## config.mk

```make
export PLATFORM = sky130hd
export DESIGN_NAME = digiota_stim_gen
export DESIGN_NICKNAME = d
export VERILOG_FILES = /design/src/rtl/digiota_stim_gen.sv
export SDC_FILE = /design/constraint.sdc
export NUM_CORES = 1
export LEC_CHECK = 0
export CORE_AREA = 2 2 85 71
export CTS_BUF_LIST = sky130_fd_sc_hd__clkbuf_2 sky130_fd_sc_hd__clkbuf_4 sky130_fd_sc_hd__clkbuf_8
export DETAILED_ROUTE_END_ITERATION = 10
export DIE_AREA = 0 0 87 73
export GPL_ROUTABILITY_DRIVEN = 0
export MAX_ROUTING_LAYER = met4
export PLACE_DENSITY = 0.56
export SLEW_MARGIN = 30
export SYNTH_ARGS = -nofsm -noshare
export SYNTH_HDL_FRONTEND = slang
export SYNTH_SLANG_ARGS = --single-unit
```

## constraint.sdc

```tcl
create_clock -name clk -period 1.9 [get_ports clk]
set_input_delay 0.38 -clock clk [delete_from_list [all_inputs] [get_ports clk]]
set_output_delay 0.38 -clock clk [all_outputs]
set_load 0.02 [all_outputs]
```

## src/rtl/digiota_stim_gen.sv

```systemverilog
// digiota_stim_gen: first-order delta-sigma pulse-density stimulus for the
// DigiOTA differential input pair. One accepted code plays for one frame.
//
// state  | meaning
// -------+------------------------------------------------------------
// S_IDLE | no frame active, vip/vin held at 0, ready for a code
// S_RUN  | playing a frame, cnt_q is the index of the bit on vip/vin
module digiota_stim_gen #(
    parameter int CODE_W    = 8,
    parameter int FRAME_LEN = 256
) (
    input  logic              clk,
    input  logic              rst_n,
    input  logic              code_valid,
    input  logic [CODE_W-1:0] code,
    input  logic              cm_mode,
    output logic              code_ready,
    input  logic              abort,
    output logic              vip,
    output logic              vin,
    output logic              busy,
    output logic              frame_done
);

    localparam int CNT_W = (FRAME_LEN > 2) ? $clog2(FRAME_LEN) : 1;
    localparam logic [CNT_W-1:0] CNT_LAST = CNT_W'(FRAME_LEN - 1);

    typedef enum logic {
        S_IDLE = 1'b0,
        S_RUN  = 1'b1
    } state_t;

    state_t              state_q, state_d;
    logic [CODE_W-1:0]   acc_q, acc_d;
    logic [CNT_W-1:0]    cnt_q, cnt_d;
    logic [CODE_W-1:0]   code_q, code_d;
    logic                cm_q, cm_d;
    logic                vip_q, vip_d;
    logic                vin_q, vin_d;

    logic                last_bit;
    logic                accept;
    logic [CODE_W:0]     sum;

    assign last_bit   = (cnt_q == CNT_LAST);
    assign code_ready = !abort && ((state_q == S_IDLE) || last_bit);
    assign accept     = code_valid && code_ready;
    assign sum        = {1'b0, acc_q} + {1'b0, code_q};

    assign busy       = (state_q == S_RUN);
    assign frame_done = (state_q == S_RUN) && last_bit;
    assign vip        = vip_q;
    assign vin        = vin_q;

    // Next-state: abort beats accept beats the running accumulator step.
    always_comb begin
        state_d = state_q;
        acc_d   = acc_q;
        cnt_d   = cnt_q;
        code_d  = code_q;
        cm_d    = cm_q;
        vip_d   = vip_q;
        vin_d   = vin_q;
        if (abort) begin
            state_d = S_IDLE;
            acc_d   = '0;
            cnt_d   = '0;
            vip_d   = 1'b0;
            vin_d   = 1'b0;
        end else if (accept) begin
            // Accumulator restarts at 0, so bit 0 is the carry of 0 + code = 0.
            state_d = S_RUN;
            code_d  = code;
            cm_d    = cm_mode;
            acc_d   = code;
            cnt_d   = '0;
            vip_d   = 1'b0;
            vin_d   = !cm_mode;
        end else if (state_q == S_RUN) begin
            if (last_bit) begin
                state_d = S_IDLE;
                acc_d   = '0;
                cnt_d   = '0;
                vip_d   = 1'b0;
                vin_d   = 1'b0;
            end else begin
                acc_d   = sum[CODE_W-1:0];
                cnt_d   = cnt_q + CNT_W'(1);
                vip_d   = sum[CODE_W];
                vin_d   = cm_q ? sum[CODE_W] : !sum[CODE_W];
            end
        end
    end

    // State and datapath registers, cleared asynchronously.
    always_ff @(posedge clk or negedge rst_n) begin
        if (!rst_n) begin
            state_q <= S_IDLE;
            acc_q   <= '0;
            cnt_q   <= '0;
            code_q  <= '0;
            cm_q    <= 1'b0;
            vip_q   <= 1'b0;
            vin_q   <= 1'b0;
        end else begin
            state_q <= state_d;
            acc_q   <= acc_d;
            cnt_q   <= cnt_d;
            code_q  <= code_d;
            cm_q    <= cm_d;
            vip_q   <= vip_d;
            vin_q   <= vin_d;
        end
    end

endmodule

```

==> flow_metrics.tcl, run 1 <==
set metrics [dict create \
    dr.pass1.iters 4 \
    synthXorXnorAreaFrac 0.0385 \
    grt_max_degree 29 \
    ys_ff_latch 28 \
    cp.required_ns 2.07 \
    utilization 0.368 \
    synth_fa_ha_area_frac 0.0832 \
    clk_pin_slew_worst_paths_ns 0.10 \
    avgRoutedWirePerCell_microns 12.6 \
    cts_root_buf "clkbuf_8" \
    setup_violations 0 \
    grt_pass1_wl_mm 6.15 \
    switching_power_uw 453 \
    synth_cell_type_count 37 \
    drt_iter0_drc 99 \
    design_area_sq_um 2060 \
    synth.area.top_cells "dfrtp_1, nand2_1, ha_1, a21oi_1, o21ai_0" \
    yosysWarningCount 0 \
    finalWirelength_mm 3.51 \
    antenna_found_initial 0 \
    synth_compound_gate_area_share 0.172 \
    arrival_ns 1.97 \
    synthArstFlopShare 1.00 \
    worstSetupEndpointType "flip-flop" \
    insertion_delay_ns 0.27 \
    synth_most_common_cell "nand2_1" \
    layout_setup_ws_ns 0.0987 \
    crit_type "flip-flop to flip-flop" \
    worst_slew_pin_slew_ns 0.361 \
    avgSynthCellArea_sq_um 9.32 \
    grt_pass1_vias 1321 \
    syn_inst 171 \
    pre_cts_ws_ns -0.0626 \
    antenna_left 0 \
    hpwl_mm 2.70 \
    dieHeight_microns 73 \
    netlist_top_cells_count "nand2_1, dfrtp_1, a21oi_1, o21ai_0, ha_1" \
    syn_to_final_growth_pct 29.4 \
    met2_usage 0.182 \
    muxShareOfSynthArea 0 \
    max_slew_margin 0.760 \
    synthSimpleGateAreaFrac 0.214 \
    syn_area_sq_um 1590 \
    die_area_sq_um 6350 \
    synth_edf_count 0 \
    clock_skew_ns 0.00656 \
    cts_tree "built" \
    synth_top_family_by_area "simple AND/OR/NAND/NOR gates" \
    dp_cells 274 \
    synth_largest_area_cell "dfrtp_1" \
    place_area_sq_um 1980 \
    synthesis.nets 194 \
    antenna_cells 0 \
    fillerInstances 577 \
    ys_seq_area_frac 0.440 \
    pwr-share-clk 0.249 \
    cp-start-kind "flip-flop" \
    core_sq_um 5600 \
    intPower_uw 1040 \
    post-route-drc-count 0 \
    hp-class "input pin to async pin" \
    start_util 0.285 \
    power_leakage_uw 0.00100 \
    slew_violations 0 \
    rows 25 \
    ioPinCount 18 \
    fp.dieW_microns 87 \
    drive_above_1_share 0.222 \
    htree_num_levels 1 \
    vias 1348 \
    rsz0062_at_grt "no" \
    viasPerCell 4.83 \
    pwr-share-seq 0.474 \
    worstPathMaxFanout 2 \
    synth_top_area_frac 0.440 \
    gr-usage-met3 0.0260 \
    pwr-share-comb 0.277 \
    grtUsageTotal 0.125 \
    fmax_mhz 555 \
    min_period_over_period 0.948 \
    cts_buffers 3 \
    clk_path_buf_depth 2 \
    p_per_area_nw_per_um2 724 \
    hold_buffers 0 \
    min_period_ns 1.80 \
    ir_drop_v 0.000251 \
    grt_overflow 0 \
    port_buffers 17 \
    hold_viol 0 \
    synth_ff_type "dfrtp_1" \
    grt_use_met1 0.178 \
    fin_cells 279 \
    grt-busiest-layer "met2" \
    status "complete, no violations" \
    fin_nets 236 \
    cap_viol_max_count 0 \
    clock_sinks 28 \
    swShare 0.303 \
]
state kept, by name (all words and copies together) (netlist names):
| register | count |
|---|---|
| vip | 1 |
| cm_q | 1 |
| cnt_q | 8 |
| busy | 1 |
| vin | 1 |
| acc_q | 8 |
| code_q | 8 |
critical path: stages, from the launching register on:
cell and delay [ns]:
dfrtp_1 0.39, ha_1 0.23, fa_2 0.36, nand3_1 0.12
nand2_1 0.10, xor2_1 0.16, a222oi_1 0.28, inv_1 0.07
path summary, 6_finish.rpt:
| check | slack [ns] | cells past startpoint | start | endpoint |
|---|---|---|---|---|
| min | 0.49 | 2 | rst_n | code_q[5] |
| min in group clk | 0.49 | 2 | code_q[0] | code_q[0] |
| min reg2reg | 0.49 | 2 | code_q[0] | code_q[0] |
| max | 0.1 | 7 | acc_q[0] | acc_q[4] |
| max in group asynchronous | 1.12 | 2 | rst_n | busy |
| max reg2reg | 0.1 | 7 | acc_q[0] | acc_q[4] |
power groups by stage:
stage | combinational, uW | sequential (uW) | clock (uW)
detailed placement | 406 | 716 | 0
CTS | 409 | 707 | 392
finish | 413 | 708 | 372
global route | 469 | 718 | 417
global placement | 402 | 715 | 0
floorplan | 265 | 714 | 0
per-layer routing:
layer | wire (microns) | part of all wire | up-vias
met3 | 143 | 0.041 | 2
met1 | 1840 | 0.52 | 627
li1 | - | - | 688
met2 | 1500 | 0.43 | 31
met5 | 0 | 0 | -
met4 | 31 | 0.0088 | 0
cell type report:
class / count / area [sq um] / share of cell area
clock buffer: 4 / 55.1 / 0.0267
multi-input combinational: 129 / 833 / 0.404
sequential: 28 / 702 / 0.340
inverter: 8 / 30.0 / 0.0146
tap: 67 / 83.8 / 0.0407
timing repair buffer: 43 / 358 / 0.174
repair_timing:
action | CTS | global route
resized for setup | 10 | 6
endpoints found under the setup margin | 4 | 12
buffers inserted | 0 | 1
pin swaps | 0 | 1
cells by family (layout without fill, tap and decap cells):
| logic type | after synthesis | in the layout |
|---|---|---|
| flops | 28 | 28 |
| xor+xnor | 7 | 7 |
| compound gates | 42 | 42 |
| fa+ha+maj | 10 | 10 |
| buf+inv | 14 | 55 |
| simple gates | 70 | 70 |
cell usage in the layout, fill, tap and decap left out, drive strengths merged:
cell type      instances
a21o                   2
nor3b                  1
o211ai                 2
nand3b                 1
and3b                  2
ha                     9
clkdlybuf4s50         14
xnor2                  1
o21ai                 13
fa                     1
buf                   28
nand4                  5
and3                   1
and2                   1
nor2                   8
and4                   1
nand2                 41
a222oi                 5
nor3                   2
a31oi                  4
a21oi                 11
xor2                   6
a22oi                  1
nand3                  7
o31ai                  1
dfrtp                 28
a211oi                 1
o221ai                 2
dlymetal6s2s           1
clkbuf                 4
inv                    8
per-stage QoR:
step / power, uW / setup TNS, ns / hold WS (ns)
after floorplan: 979 / 0 / 0.0844
after CTS: 1510 / 0 / 0.497
after detailed placement: 1120 / -0.130 / 0.472
final: 1490 / 0 / 0.485
after global routing: 1600 / 0 / 0.513
after global placement: 1120 / -0.0661 / 0.465
Power figures use the tool's default switching activity.
==> run 2, diff against run 1 <==
--- a/config.mk
+++ b/config.mk
@@ -9,7 +9,6 @@
 export CTS_BUF_LIST = sky130_fd_sc_hd__clkbuf_2 sky130_fd_sc_hd__clkbuf_4 sky130_fd_sc_hd__clkbuf_8
 export DETAILED_ROUTE_END_ITERATION = 10
 export DIE_AREA = 0 0 87 73
-export GPL_ROUTABILITY_DRIVEN = 0
 export MAX_ROUTING_LAYER = met4
 export PLACE_DENSITY = 0.56
 export SLEW_MARGIN = 30
==> results of run 2 <==
Final layout, timing and power as in run 1 (identical DEF).
==> RTL change 1, RTL diff (config.mk and constraints of run 2) <==
Change the parameter `FRAME_LEN` from 256 to 128.
--- a/src/rtl/digiota_stim_gen.sv
+++ b/src/rtl/digiota_stim_gen.sv
@@ -7,7 +7,7 @@
 // S_RUN  | playing a frame, cnt_q is the index of the bit on vip/vin
 module digiota_stim_gen #(
     parameter int CODE_W    = 8,
-    parameter int FRAME_LEN = 256
+    parameter int FRAME_LEN = 128
 ) (
     input  logic              clk,
     input  logic              rst_n,
Check against the original RTL: same outputs for any inputs over 10 cycles, from zero or initial values and one cycle with rst_n low; that may be too few to reach the edited logic, so the function may still have changed.
==> RTL change 1 against run 2 <==
Worst setup slack lost 0.097 ns; hold slack got worse by 0.014 ns; cell area is 0.42% higher; routed wire length increased by 5.8%; sequential power decreased by 3.0%; non-clock buffer count decreased by 2; sequential cell count decreased by 1; synthesized area down 1.0%; total power up 4.3%; largest power group unchanged.
==> RTL change 1: results (changes against run 2) <==
<table>
<tr><th>Metric</th><th>Value</th></tr>
<tr><th colspan="2">Critical path</th></tr>
<tr><td>Maximum fanout along the worst path</td><td>4 (+2)</td></tr>
<tr><td>Slack of the worst reg-to-reg path</td><td>0.002 ns (-0.10 ns)</td></tr>
<tr><td>CP Data Arrival Time</td><td>2.05 ns (+0.08 ns)</td></tr>
<tr><th colspan="2">STA</th></tr>
<tr><td>Slew at the pin closest to its max-slew limit</td><td>0.423 ns (+0.0619 ns)</td></tr>
<tr><td>Post-route worst hold slack</td><td>0.472 ns (-0.0136 ns)</td></tr>
<tr><th colspan="2">Finish</th></tr>
<tr><td>Number of combinational gates with multiple inputs</td><td>114 (-12%)</td></tr>
<tr><td>Register fraction of the total cell area</td><td>0.326 (-0.0141)</td></tr>
<tr><td>Total area of multi-input combinational cells</td><td>892 sq um (+7.1%)</td></tr>
<tr><td>Area added between synthesis and finish</td><td>31.2%</td></tr>
<tr><td>FILL cells</td><td>570 (-1.2%)</td></tr>
<tr><td>Registers with the highest flip-flop counts</td><td>acc_q x8, code_q x8, cnt_q x7</td></tr>
<tr><td>Clock buffer and inverter area fraction after layout</td><td>0.0236 (-0.00313)</td></tr>
<tr><td>Final instance count without filler cells</td><td>261 (-6.5%)</td></tr>
<tr><td>Non-Filler Cell Area, Final</td><td>0.00207 sq mm (+0.42%)</td></tr>
<tr><th colspan="2">Clocking</th></tr>
<tr><td>Setup Buffers After CTS</td><td>1 (+1)</td></tr>
<tr><th colspan="2">Global routing</th></tr>
<tr><td>Wire length of the first global-routing pass</td><td>6.35 mm (+3.3%)</td></tr>
<tr><td>Total routing resource utilization after global routing</td><td>0.131 (+0.00585)</td></tr>
<tr><th colspan="2">Logic synthesis</th></tr>
<tr><td>Cells taking the most area after synthesis</td><td>dfrtp_1 (43%), ha_1 (7.1%), mux2_1 (4.3%), nor2_1 (2.9%), xor2_1 (2.8%)</td></tr>
<tr><td>Number of flip-flops and latches in the synthesized netlist</td><td>27 (-3.6%)</td></tr>
<tr><td>Share of the yosys chip area belonging to registers</td><td>0.428 (-0.0113)</td></tr>
<tr><td>Post-Synthesis Cells</td><td>152 (-11%)</td></tr>
<tr><th colspan="2">Placement</th></tr>
<tr><td>Placed cells</td><td>253 (-7.7%)</td></tr>
<tr><td>Cell Area, Placed</td><td>0.00197 sq mm (-0.57%)</td></tr>
<tr><th colspan="2">Pwr</th></tr>
<tr><td>Clock power frac</td><td>0.224 (-0.025)</td></tr>
<tr><td>Total power per unit cell area</td><td>752 mW/mm^2 (+3.8%)</td></tr>
<tr><th colspan="2">Routing</th></tr>
<tr><td>Via-per-instance ratio</td><td>4.88 (+1.0%)</td></tr>
<tr><td>Post-detailed-route wirelength per cell</td><td>14.2 um (+13%)</td></tr>
<tr><th colspan="2">Outcome</th></tr>
<tr><td>Result of the run</td><td>finished, final reports clean</td></tr>
</table>
## RTL change 1: changes by cell type after synthesis, moves of 4 or more
cell	delta
nand2_1	-30
nor2_1	+4
mux2_1	+6
a222oi_1	-5
and3_1	+4
a31oi_1	-4
mux2i_1	+4
o21ai_0	-5
## RTL change 1: metal layers
metal,vias to the layer above,part of all wire,wire length [um],global-route usage
met3,2,0.036,134,0.0283
met4,0,0.0046,17,0.0243
met5,-,0,0,-
li1,650,-,-,-
met2,28,0.41,1510,0.178
met1,594,0.55,2060,0.200
## RTL change 1: worst register-to-register path, cell delays in order, from the launching register on
cell	delay, ns
dfrtp_1	0.40
ha_2	0.21
fa_2	0.34
a21o_1	0.20
a221oi_4	0.30
xor2_1	0.23
o22ai_1	0.10
## RTL change 1: logic make-up after synthesis
family / share of synthesized area
AO/OA/AOI/OAI: 0.197
XOR/XNOR: 0.0389
adder cells (fa/ha/maj): 0.0841
buffers and inverters: 0.0278
flip-flops: 0.428
multiplexers: 0.0682
AND/OR/NAND/NOR: 0.155
==> RTL change 2, RTL diff (flow settings as in run 2) <==
Made on the original files. Register the input `cm_mode` before use, cleared by the reset. The logic sees it one clock later. The other inputs are not delayed to match.
--- a/src/rtl/digiota_stim_gen.sv
+++ b/src/rtl/digiota_stim_gen.sv
@@ -29,6 +29,16 @@
         S_IDLE = 1'b0,
         S_RUN  = 1'b1
     } state_t;
+
+    logic cm_mode_q;
+
+    always_ff @(posedge clk or negedge rst_n) begin
+        if (!rst_n) begin
+            cm_mode_q <= '0;
+        end else begin
+            cm_mode_q <= cm_mode;
+        end
+    end
 
     state_t              state_q, state_d;
     logic [CODE_W-1:0]   acc_q, acc_d;
@@ -71,11 +81,11 @@
             // Accumulator restarts at 0, so bit 0 is the carry of 0 + code = 0.
             state_d = S_RUN;
             code_d  = code;
-            cm_d    = cm_mode;
+            cm_d    = cm_mode_q;
             acc_d   = code;
             cnt_d   = '0;
             vip_d   = 1'b0;
-            vin_d   = !cm_mode;
+            vin_d   = !cm_mode_q;
         end else if (state_q == S_RUN) begin
             if (last_bit) begin
                 state_d = S_IDLE;
Check against the original RTL: not equivalent (Yosys sat finds a counterexample within 4 cycles, from zero or initial values and one cycle with rst_n low).
==> RTL change 2 against run 2 <==
The flow now finishes with violations (setup timing); cell area increased by 12%; non-clock buffer count increased by 12; synthesized area increased by 1.1%; core utilization increased by 4.5 points; critical path depth increased by 1; highest routed layer unchanged; sequential share of layout area decreased by 2.7 points; largest cell class unchanged; sequential cell count increased by 1; total power increased by 40%; routed wire length increased by 8.3%; critical endpoint is now code_q[4]$_DFFE_PN0P_; worst setup slack got worse by 0.14 ns.
==> RTL change 2: results (changes against run 2) <==
<table>
<tr><th>Metric</th><th>Value</th></tr>
<tr><th colspan="2">Placement</th></tr>
<tr><td>Global placer's final weighted congestion</td><td>0.798 (-4.6%)</td></tr>
<tr><td>DPL Wire Length</td><td>2.59 mm (-4.2%)</td></tr>
<tr><td>Post-place setup slack</td><td>-0.159 ns (-0.0960 ns)</td></tr>
<tr><th colspan="2">Clocking</th></tr>
<tr><td>Register clock-pin slew on the reported worst setup and hold paths</td><td>0.07 ns (-0.03 ns)</td></tr>
<tr><th colspan="2">Outcome</th></tr>
<tr><td>Result of the run</td><td>finished, violations left</td></tr>
<tr><td>Failing checks</td><td>setup timing</td></tr>
<tr><th colspan="2">Pwr</th></tr>
<tr><td>Total power per unit cell area</td><td>905 mW/mm^2 (+25%)</td></tr>
<tr><td>Leakage component of the power</td><td>1.06 nW (+5.7%)</td></tr>
<tr><th colspan="2">Global routing</th></tr>
<tr><td>Total routing resource utilization after global routing</td><td>0.139 (+0.0132)</td></tr>
<tr><td>Largest net degree at the start of global routing</td><td>30 (+3.4%)</td></tr>
<tr><td>Wire length of the first global-routing pass</td><td>6.55 mm (+6.5%)</td></tr>
<tr><th colspan="2">Finish</th></tr>
<tr><td>Layout cells sized above 1</td><td>0.340 (+0.118)</td></tr>
<tr><td>Buffers excl. clock</td><td>55 (+28%)</td></tr>
<tr><td>Signal inverters</td><td>6 (-2)</td></tr>
<tr><td>Register fraction of the total cell area</td><td>0.313 (-0.0271)</td></tr>
<tr><td>Multi-input gate share of the layout cell area</td><td>0.367 (-0.0368)</td></tr>
<tr><th colspan="2">Routing</th></tr>
<tr><td>Via count</td><td>1340 (-0.59%)</td></tr>
<tr><td>DRT iter0 DRCs</td><td>64 (-35%)</td></tr>
<tr><td>Detailed Route WL</td><td>3.81 mm (+8.3%)</td></tr>
<tr><th colspan="2">STA</th></tr>
<tr><td>Fin Setup TNS</td><td>-0.125 ns (-0.125 ns)</td></tr>
<tr><td>Final worst setup slack</td><td>-0.0364 ns (-0.135 ns)</td></tr>
<tr><td>Max-slew headroom</td><td>0.745 (-0.0148)</td></tr>
<tr><td>Number of endpoints failing setup at the final stage</td><td>6 (+6)</td></tr>
<tr><th colspan="2">Logic synthesis</th></tr>
<tr><td>Syn_nets</td><td>176 (-9.3%)</td></tr>
<tr><td>Synth Area in XOR/XNOR</td><td>0.0380 (-0.000418)</td></tr>
<tr><td>Post-synthesis compound-gate area fraction</td><td>0.175 (+0.00279)</td></tr>
<tr><td>Ranking of synthesized cells by instance count</td><td>dfrtp_1 (29), nand2_1 (12), nor2_1 (10), o21ai_0 (10)</td></tr>
<tr><td>Adder and majority gate portion of the synthesized area</td><td>0.0823 (-0.000904)</td></tr>
<tr><th colspan="2">Critical path</th></tr>
<tr><td>CP Data Arrival Time</td><td>2.10 ns (+0.13 ns)</td></tr>
</table>
==> RTL change 2: cell count changes in the layout (fill, tap and decap cells not counted), moves of 3 or more <==
cell	run 2	this run
a21oi_1	11	8
nand2_1	39	12
mux2_2	0	4
mux2_4	0	6
buf_4	26	32
xnor2_1	1	4
buf_6	0	5
a222oi_1	5	2
xor2_1	6	3
a221o_2	0	3
a22oi_1	0	3
==> RTL change 2: timing repair <==
action,in CTS,in global routing
setup buffers,7,5
resized for setup,15,9
cloned,1,0
pin swaps,0,4
endpoints found under the setup margin,10,20
==> RTL change 2: kinds of logic (layout without fill, tap and decap cells) <==
| family | count (synthesis) | in the layout |
|---|---|---|
| AO/OA/AOI/OAI | 40 | 40 |
| buffers and inverters | 13 | 69 |
| XOR/XNOR | 7 | 7 |
| multiplexers | 10 | 10 |
| flip-flops | 29 | 29 |
| adder cells (fa/ha/maj) | 10 | 10 |
| AND/OR/NAND/NOR | 44 | 44 |
==> RTL change 2: layer usage <==
metal | share of wire | wire length [um] | track usage
met4 | 0.013 | 49 | 0.0469
met5 | 0 | 0 | -
met1 | 0.54 | 2040 | 0.197
met2 | 0.41 | 1560 | 0.192
met3 | 0.040 | 153 | 0.0339
==> RTL change 2: worst max-delay path, stage by stage (launching register included) <==
cell      delay, ns
dfrtp_1        0.36
ha_2           0.19
nand3_2        0.08
or2_4          0.26
buf_6          0.13
a211oi_4       0.19
buf_6          0.16
buf_12         0.13
mux2_2         0.32
==> RTL change 2: power breakdown <==
group / switching, W / internal, W
logic: 0.000267 / 0.000298
clock network: 0.000253 / 0.000521
registers: 0.0000565 / 0.000699
